<file path="src/rtl/dec_in.sv">
// LDPC decoder input stage: scatters FRAME_LEN soft values into 36 banks via a permutation ROM.
// Optional build macro DEC_IN_SAT_EN saturates din to 6 bits instead of truncating.
module dec_in #(
  parameter int FRAME_LEN = 9216
) (
  input  logic              clk,
  input  logic              reset_n,
  input  logic              sync_in,
  input  logic              en_in,
  input  logic signed [7:0] din,
  input  logic              dec_done,
  output logic [13:0]       rom_addr,
  input  logic [13:0]       rom_dout,
  output logic [35:0]       wr_en,
  output logic [7:0]        wr_addr,
  output logic [5:0]        wr_data,
  output logic              frame_rdy,
  output logic              busy,
  output logic              ovf
);

  localparam logic [13:0] LAST  = 14'(FRAME_LEN - 1);
  localparam logic [5:0]  NBANK = 6'd36;

  typedef enum logic [1:0] {IDLE, FILL, WAIT_DEC} state_t;

  state_t      state, state_nxt;
  logic [13:0] count, count_nxt;
  logic [13:0] idx;
  logic [13:0] rom_addr_q;
  logic        accept;
  logic        drop;

  logic              vld_p0;
  logic              last_p0;
  logic signed [7:0] din_p0;

  logic [5:0] bank;
  logic       bank_ok;

  function automatic logic signed [5:0] conv(input logic signed [7:0] v);
`ifdef DEC_IN_SAT_EN
    // Symmetric range: -32 is never emitted.
    if (v > 8'sd31)
      conv = 6'sd31;
    else if (v < -8'sd31)
      conv = -6'sd31;
    else
      conv = v[5:0];
`else
    conv = v[5:0];
`endif
  endfunction

  always_comb begin
    state_nxt = state;
    count_nxt = count;
    accept    = 1'b0;
    drop      = 1'b0;
    idx       = '0;
    case (state)
      IDLE: begin
        if (en_in && sync_in) accept = 1'b1;
      end
      FILL: begin
        if (en_in) begin
          accept = 1'b1;
          idx    = sync_in ? 14'd0 : count;
        end
      end
      WAIT_DEC: begin
        if (en_in && sync_in && dec_done) begin
          accept = 1'b1;
        end else begin
          drop = en_in;
          if (dec_done) state_nxt = IDLE;
        end
      end
      default: state_nxt = IDLE;
    endcase
    if (accept) begin
      if (idx == LAST) begin
        state_nxt = WAIT_DEC;
        count_nxt = '0;
      end else begin
        state_nxt = FILL;
        count_nxt = idx + 14'd1;
      end
    end
  end

  // rom_addr follows the accepted index in the same cycle, otherwise holds.
  assign rom_addr = accept ? idx : rom_addr_q;
  assign busy     = (state != IDLE);
  assign bank     = rom_dout[13:8];
  assign bank_ok  = (bank < NBANK);

  always_ff @(posedge clk or negedge reset_n) begin
    if (!reset_n) begin
      state      <= IDLE;
      count      <= '0;
      rom_addr_q <= '0;
    end else begin
      state      <= state_nxt;
      count      <= count_nxt;
      rom_addr_q <= rom_addr;
    end
  end

  // Stage p0: align sample with rom_dout.
  always_ff @(posedge clk or negedge reset_n) begin
    if (!reset_n) begin
      vld_p0  <= 1'b0;
      last_p0 <= 1'b0;
    end else begin
      vld_p0  <= accept;
      last_p0 <= accept && (idx == LAST);
    end
  end

  always_ff @(posedge clk) begin
    din_p0 <= din;
  end

  // Stage p1: bank write, zeroed when idle or the bank is out of range.
  always_ff @(posedge clk or negedge reset_n) begin
    if (!reset_n) begin
      wr_en     <= '0;
      wr_addr   <= '0;
      wr_data   <= '0;
      frame_rdy <= 1'b0;
      ovf       <= 1'b0;
    end else begin
      if (vld_p0 && bank_ok) begin
        wr_en   <= 36'd1 << bank;
        wr_addr <= rom_dout[7:0];
        wr_data <= conv(din_p0);
      end else begin
        wr_en   <= '0;
        wr_addr <= '0;
        wr_data <= '0;
      end
      frame_rdy <= last_p0;
      if (state == IDLE && accept) ovf <= 1'b0;
      if (drop || (vld_p0 && !bank_ok)) ovf <= 1'b1;
    end
  end

endmodule
</file>
<file path="config.mk">
export PLATFORM = sky130hd
export DESIGN_NAME = dec_in
export DESIGN_NICKNAME = d
export VERILOG_FILES = /design/src/rtl/dec_in.sv
export SDC_FILE = /design/constraint.sdc
export NUM_CORES = 1
export LEC_CHECK = 0
export ABC_CLOCK_PERIOD_IN_PS = 4650
export CAP_MARGIN = 20
export CORE_UTILIZATION = 34
export CTS_CLUSTER_SIZE = 24
export DETAILED_ROUTE_END_ITERATION = 8
export GPL_TIMING_DRIVEN = 0
export SETUP_SLACK_MARGIN = 0.05
export SLEW_MARGIN = 10
export SYNTH_ARGS = -nofsm -noshare
export SYNTH_HDL_FRONTEND = slang
export SYNTH_SLANG_ARGS = --single-unit
</file>
<file path="constraint.sdc">
create_clock -name clk -period 4.65 [get_ports clk]
set_input_delay 0.465 -clock clk [delete_from_list [all_inputs] [get_ports clk]]
set_output_delay 0.465 -clock clk [all_outputs]
set_load 0.01 [all_outputs]
</file>
==> impl_summary.log <==
INFO  metric gr-total-overflow = 0
INFO  metric instances_no_fill = 513
INFO  metric gr-usage-all-layers = approximately 15%
INFO  metric seq_area_frac_synth = around two thirds
INFO  metric placeableCoreArea = between 9000 and 10000 um2
INFO  metric hold_viol = 0
INFO  metric worstPathRequired = 4.18 ns
INFO  metric clk_root_buf = sky130_fd_sc_hd__clkbuf_8
INFO  metric nNetsFinal = slightly above 400
INFO  metric critical_path_class = input port to primary output
INFO  metric hpwl = approximately 5000 um
INFO  metric drive_gt1_share = between 6 and 7%
INFO  metric yosys.area.top_type_share = around 65%
INFO  metric drt_iter0_markers = slightly below 90
INFO  metric mean_cell_area_of_the_mapped_netlist = ~12 um2
INFO  metric holdBufCountCts = 0
INFO  metric worstPathMaxFanout = 10
INFO  metric post-route-util = between 40 and 50%
INFO  metric drt_pre_antenna_iters = 4
INFO  metric area.growth.synth_to_final = 39.2%
INFO  metric floorplan.io_pins = 94
INFO  metric clock_sink_count = 90
INFO  metric setup_repair_after_global_routing_missed_its_margin = false
INFO  metric timing.reg2reg.setup_slack = approximately 1.5 ns
INFO  metric largest_net_degree_at_the_start_of_global_routing = 48
INFO  metric tritoncts = built
INFO  metric post-route-drc-count = 0
INFO  metric ctsLongestPathBuffers = 2
INFO  metric finalSetupViolations = 0
INFO  metric diodes = 0
INFO  metric power.ir.vdd_worst = 0.000212 V
INFO  metric synth_area = 3240 um2
INFO  metric first_pass_grt_wire_length = approximately 12000 um
INFO  metric power_density = a little over 300 nW/um2
INFO  metric ys_top_cells_by_area = sky130_fd_sc_hd__dfrtp_1 65%, sky130_fd_sc_hd__nor2_1 5.3%, sky130_fd_sc_hd__dfxtp_1 3.7%
INFO  metric row_count = 35
INFO  metric globalplace.congestion = 0.810
INFO  metric synth-warning-count = 0
INFO  metric synth-seq-cells = 90
INFO  metric most_common_flop_cell_mapped_by_yosys = sky130_fd_sc_hd__dfrtp_1
INFO  metric cts-buffers-inserted = 9
INFO  metric cts_max_level = 3
INFO  metric worst_r2r_endpoint = count[5]
INFO  metric portBuffers = 91
INFO  metric finalSetupTns = 0 ns
INFO  metric vias_per_cell = 4.56
INFO  metric synth.net_count = around 300
INFO  metric slew_headroom = roughly 56%
INFO  metric arrival = approximately 3.2 ns
INFO  metric finalClockSkew = between 0.007 and 0.008 ns
INFO  metric cts.repair.resized = 0
INFO  metric final_period_minus_worst_setup_slack = roughly 3.7 ns
INFO  metric startpoint = en_in
INFO  metric routed_wirelength = just under 7000 um
INFO  metric placedCellCount = a little under 500
INFO  metric die_h = approximately 100 um
INFO  metric initial_core_util = a little over a third
INFO  metric cts_setup_buffers = 0
INFO  metric async_reset_ff_share = between 90 and 100%
INFO  metric timing.reg2reg.worst_path_depth = 9
INFO  metric clock_pin_slew_reported_for_the_worst_setup_and_hold_paths_after_clock_tree_synthesis = around 0.090 ns
INFO  metric post_synth_num_cell_types = 39
INFO  metric dieArea = ~9900 um2
INFO  metric min_delay_path_class = input port to async pin
INFO  metric crit_path_start_kind = input port
INFO  metric status = finished clean
INFO  metric routed_length_per_instance = 13.2 um
INFO  metric timing_max_transition_violations_final = 0
INFO  metric slew_of_the_pin_with_the_lowest_slew_margin = between 0.6 and 0.7 ns
INFO  metric route.antenna.remaining_nets = 0
INFO  metric crit-reg2reg-launch = state[1]
INFO  metric fmaxAchievable = approximately 0.27 GHz
INFO  metric fp.dieW = 99.7 um
INFO  metric final_min_period_over_clock_period = about four fifths
INFO  metric post-synth-top-count-cell = sky130_fd_sc_hd__dfrtp_1
INFO  metric first_global_vias = 2322
INFO  metric grt_antenna_before_repair = 0
INFO  metric cp-end-kind = primary output
INFO  metric num_vias = 2341
INFO  metric synthDominantAreaCellType = sky130_fd_sc_hd__dfrtp_1
INFO  metric post_synth_inst_count = about 280
INFO  metric post_synth_most_frequent_cells = 84 x sky130_fd_sc_hd__dfrtp_1, 46 x sky130_fd_sc_hd__nor2_1, 24 x sky130_fd_sc_hd__nand2_1
INFO  metric max-cap-violations = 0
INFO  metric insertion_delay = 0.36 ns
INFO  metric synth_edf_count = 0
INFO  metric p_leak = just over 0.002 uW
==> per-stage QoR <==
| stage | hold slack [ns] | worst slack [ns] | cell area, um2 | total power, uW |
|---|---|---|---|---|
| after floorplan | 0.169 | 1.92 | 3240 | 863 |
| after global placement | 0.337 | 0.172 | 4320 | 934 |
| after detailed placement | 0.337 | 0.864 | 4340 | 938 |
| after CTS | 0.0640 | 0.961 | 4520 | 1430 |
| after global routing | 0.0812 | 0.730 | 4520 | 1470 |
| final | 0.0542 | 0.976 | 4520 | 1400 |
==> worst max path at each step <==
stage / to / slack (ns) / depth (start not counted)
2_1_floorplan: count[10] / 1.92 / 8
3_5_place_dp: count[5] / 0.86 / 10
5_1_grt: rom_addr[6] / 0.73 / 6
3_3_place_gp: wr_addr[5] / 0.17 / 1
6_report: rom_addr[6] / 0.98 / 6
4_1_cts: rom_addr[6] / 0.96 / 6
==> final cells by class <==
type | count | area [um2]
Fill cell | 853 | 4720
Inverter | 4 | 15.0
Clock inverter | 7 | 51.3
Clock buffer | 9 | 124
Multi-Input combinational cell | 175 | 981
Timing Repair Buffer | 92 | 936
Tap cell | 129 | 161
Buffer | 7 | 26.3
Sequential cell | 90 | 2220
==> kinds of logic (layout without fill, tap and decap cells) <==
kind of cell	count (synthesis)	count (layout)	synth area share [%]
xor+xnor	1	1	0.270
flops	90	90	68.5
buf+inv	11	119	1.27
compound gates	48	48	10.1
simple gates	124	124	19.2
fa+ha+maj	1	1	0.386
mux	1	1	0.309
==> routing by layer <==
metal	vias up	share of wire (%)	wire length, um	track usage, %
met5	-	0	0	0
met4	0	0.78	53	5.09
met3	6	5.5	371	4.92
met2	66	48	3240	23.7
met1	1127	46	3110	20.4
li1	1142	-	-	-
==> placed cells by master, fill, tap and decap left out, types with 3 or more instances in the layout <==
cell type / instances
sky130_fd_sc_hd__clkbuf_8: 9
sky130_fd_sc_hd__clkdlybuf4s50_1: 90
sky130_fd_sc_hd__or2_2: 4
sky130_fd_sc_hd__nand2_1: 24
sky130_fd_sc_hd__a31oi_1: 5
sky130_fd_sc_hd__nand2b_1: 3
sky130_fd_sc_hd__a21o_1: 6
sky130_fd_sc_hd__dfrtp_1: 84
sky130_fd_sc_hd__inv_6: 3
sky130_fd_sc_hd__o31ai_1: 3
sky130_fd_sc_hd__and2_1: 16
sky130_fd_sc_hd__inv_1: 3
sky130_fd_sc_hd__a21oi_1: 8
sky130_fd_sc_hd__clkbuf_1: 6
sky130_fd_sc_hd__o21ai_0: 8
sky130_fd_sc_hd__a22o_1: 10
sky130_fd_sc_hd__dfxtp_1: 6
sky130_fd_sc_hd__nor2_1: 46
sky130_fd_sc_hd__nand3_1: 13
sky130_fd_sc_hd__nand3b_1: 4
==> worst max-delay path: stages <==
cell and delay (ns):
sky130_fd_sc_hd__clkdlybuf4s50_1 0.58, sky130_fd_sc_hd__nor4bb_1 0.52, sky130_fd_sc_hd__clkbuf_1 0.40, sky130_fd_sc_hd__buf_1 0.44
sky130_fd_sc_hd__a22o_1 0.23, sky130_fd_sc_hd__clkdlybuf4s50_1 0.57
==> registers in the layout (all words and copies together), names as in the netlist <==
signal      count
count          14
wr_addr         8
rom_addr_q     14
frame_rdy       1
last_p0         1
vld_p0          1
din_p0          6
wr_en          36
wr_data         6
state           2
ovf             1
==> report_power, final <==
part / switching (uW) / total (uW) / leakage (uW) / internal [uW]
Clock: 285 / 483 / 0.0000864 / 198
Combinational: 60.3 / 115 / 0.000717 / 54.8
Sequential: 7.76 / 804 / 0.00121 / 797
Total: 353 / 1400 / 0.00201 / 1050
Note: power is estimated with default switching activity, not from simulation.
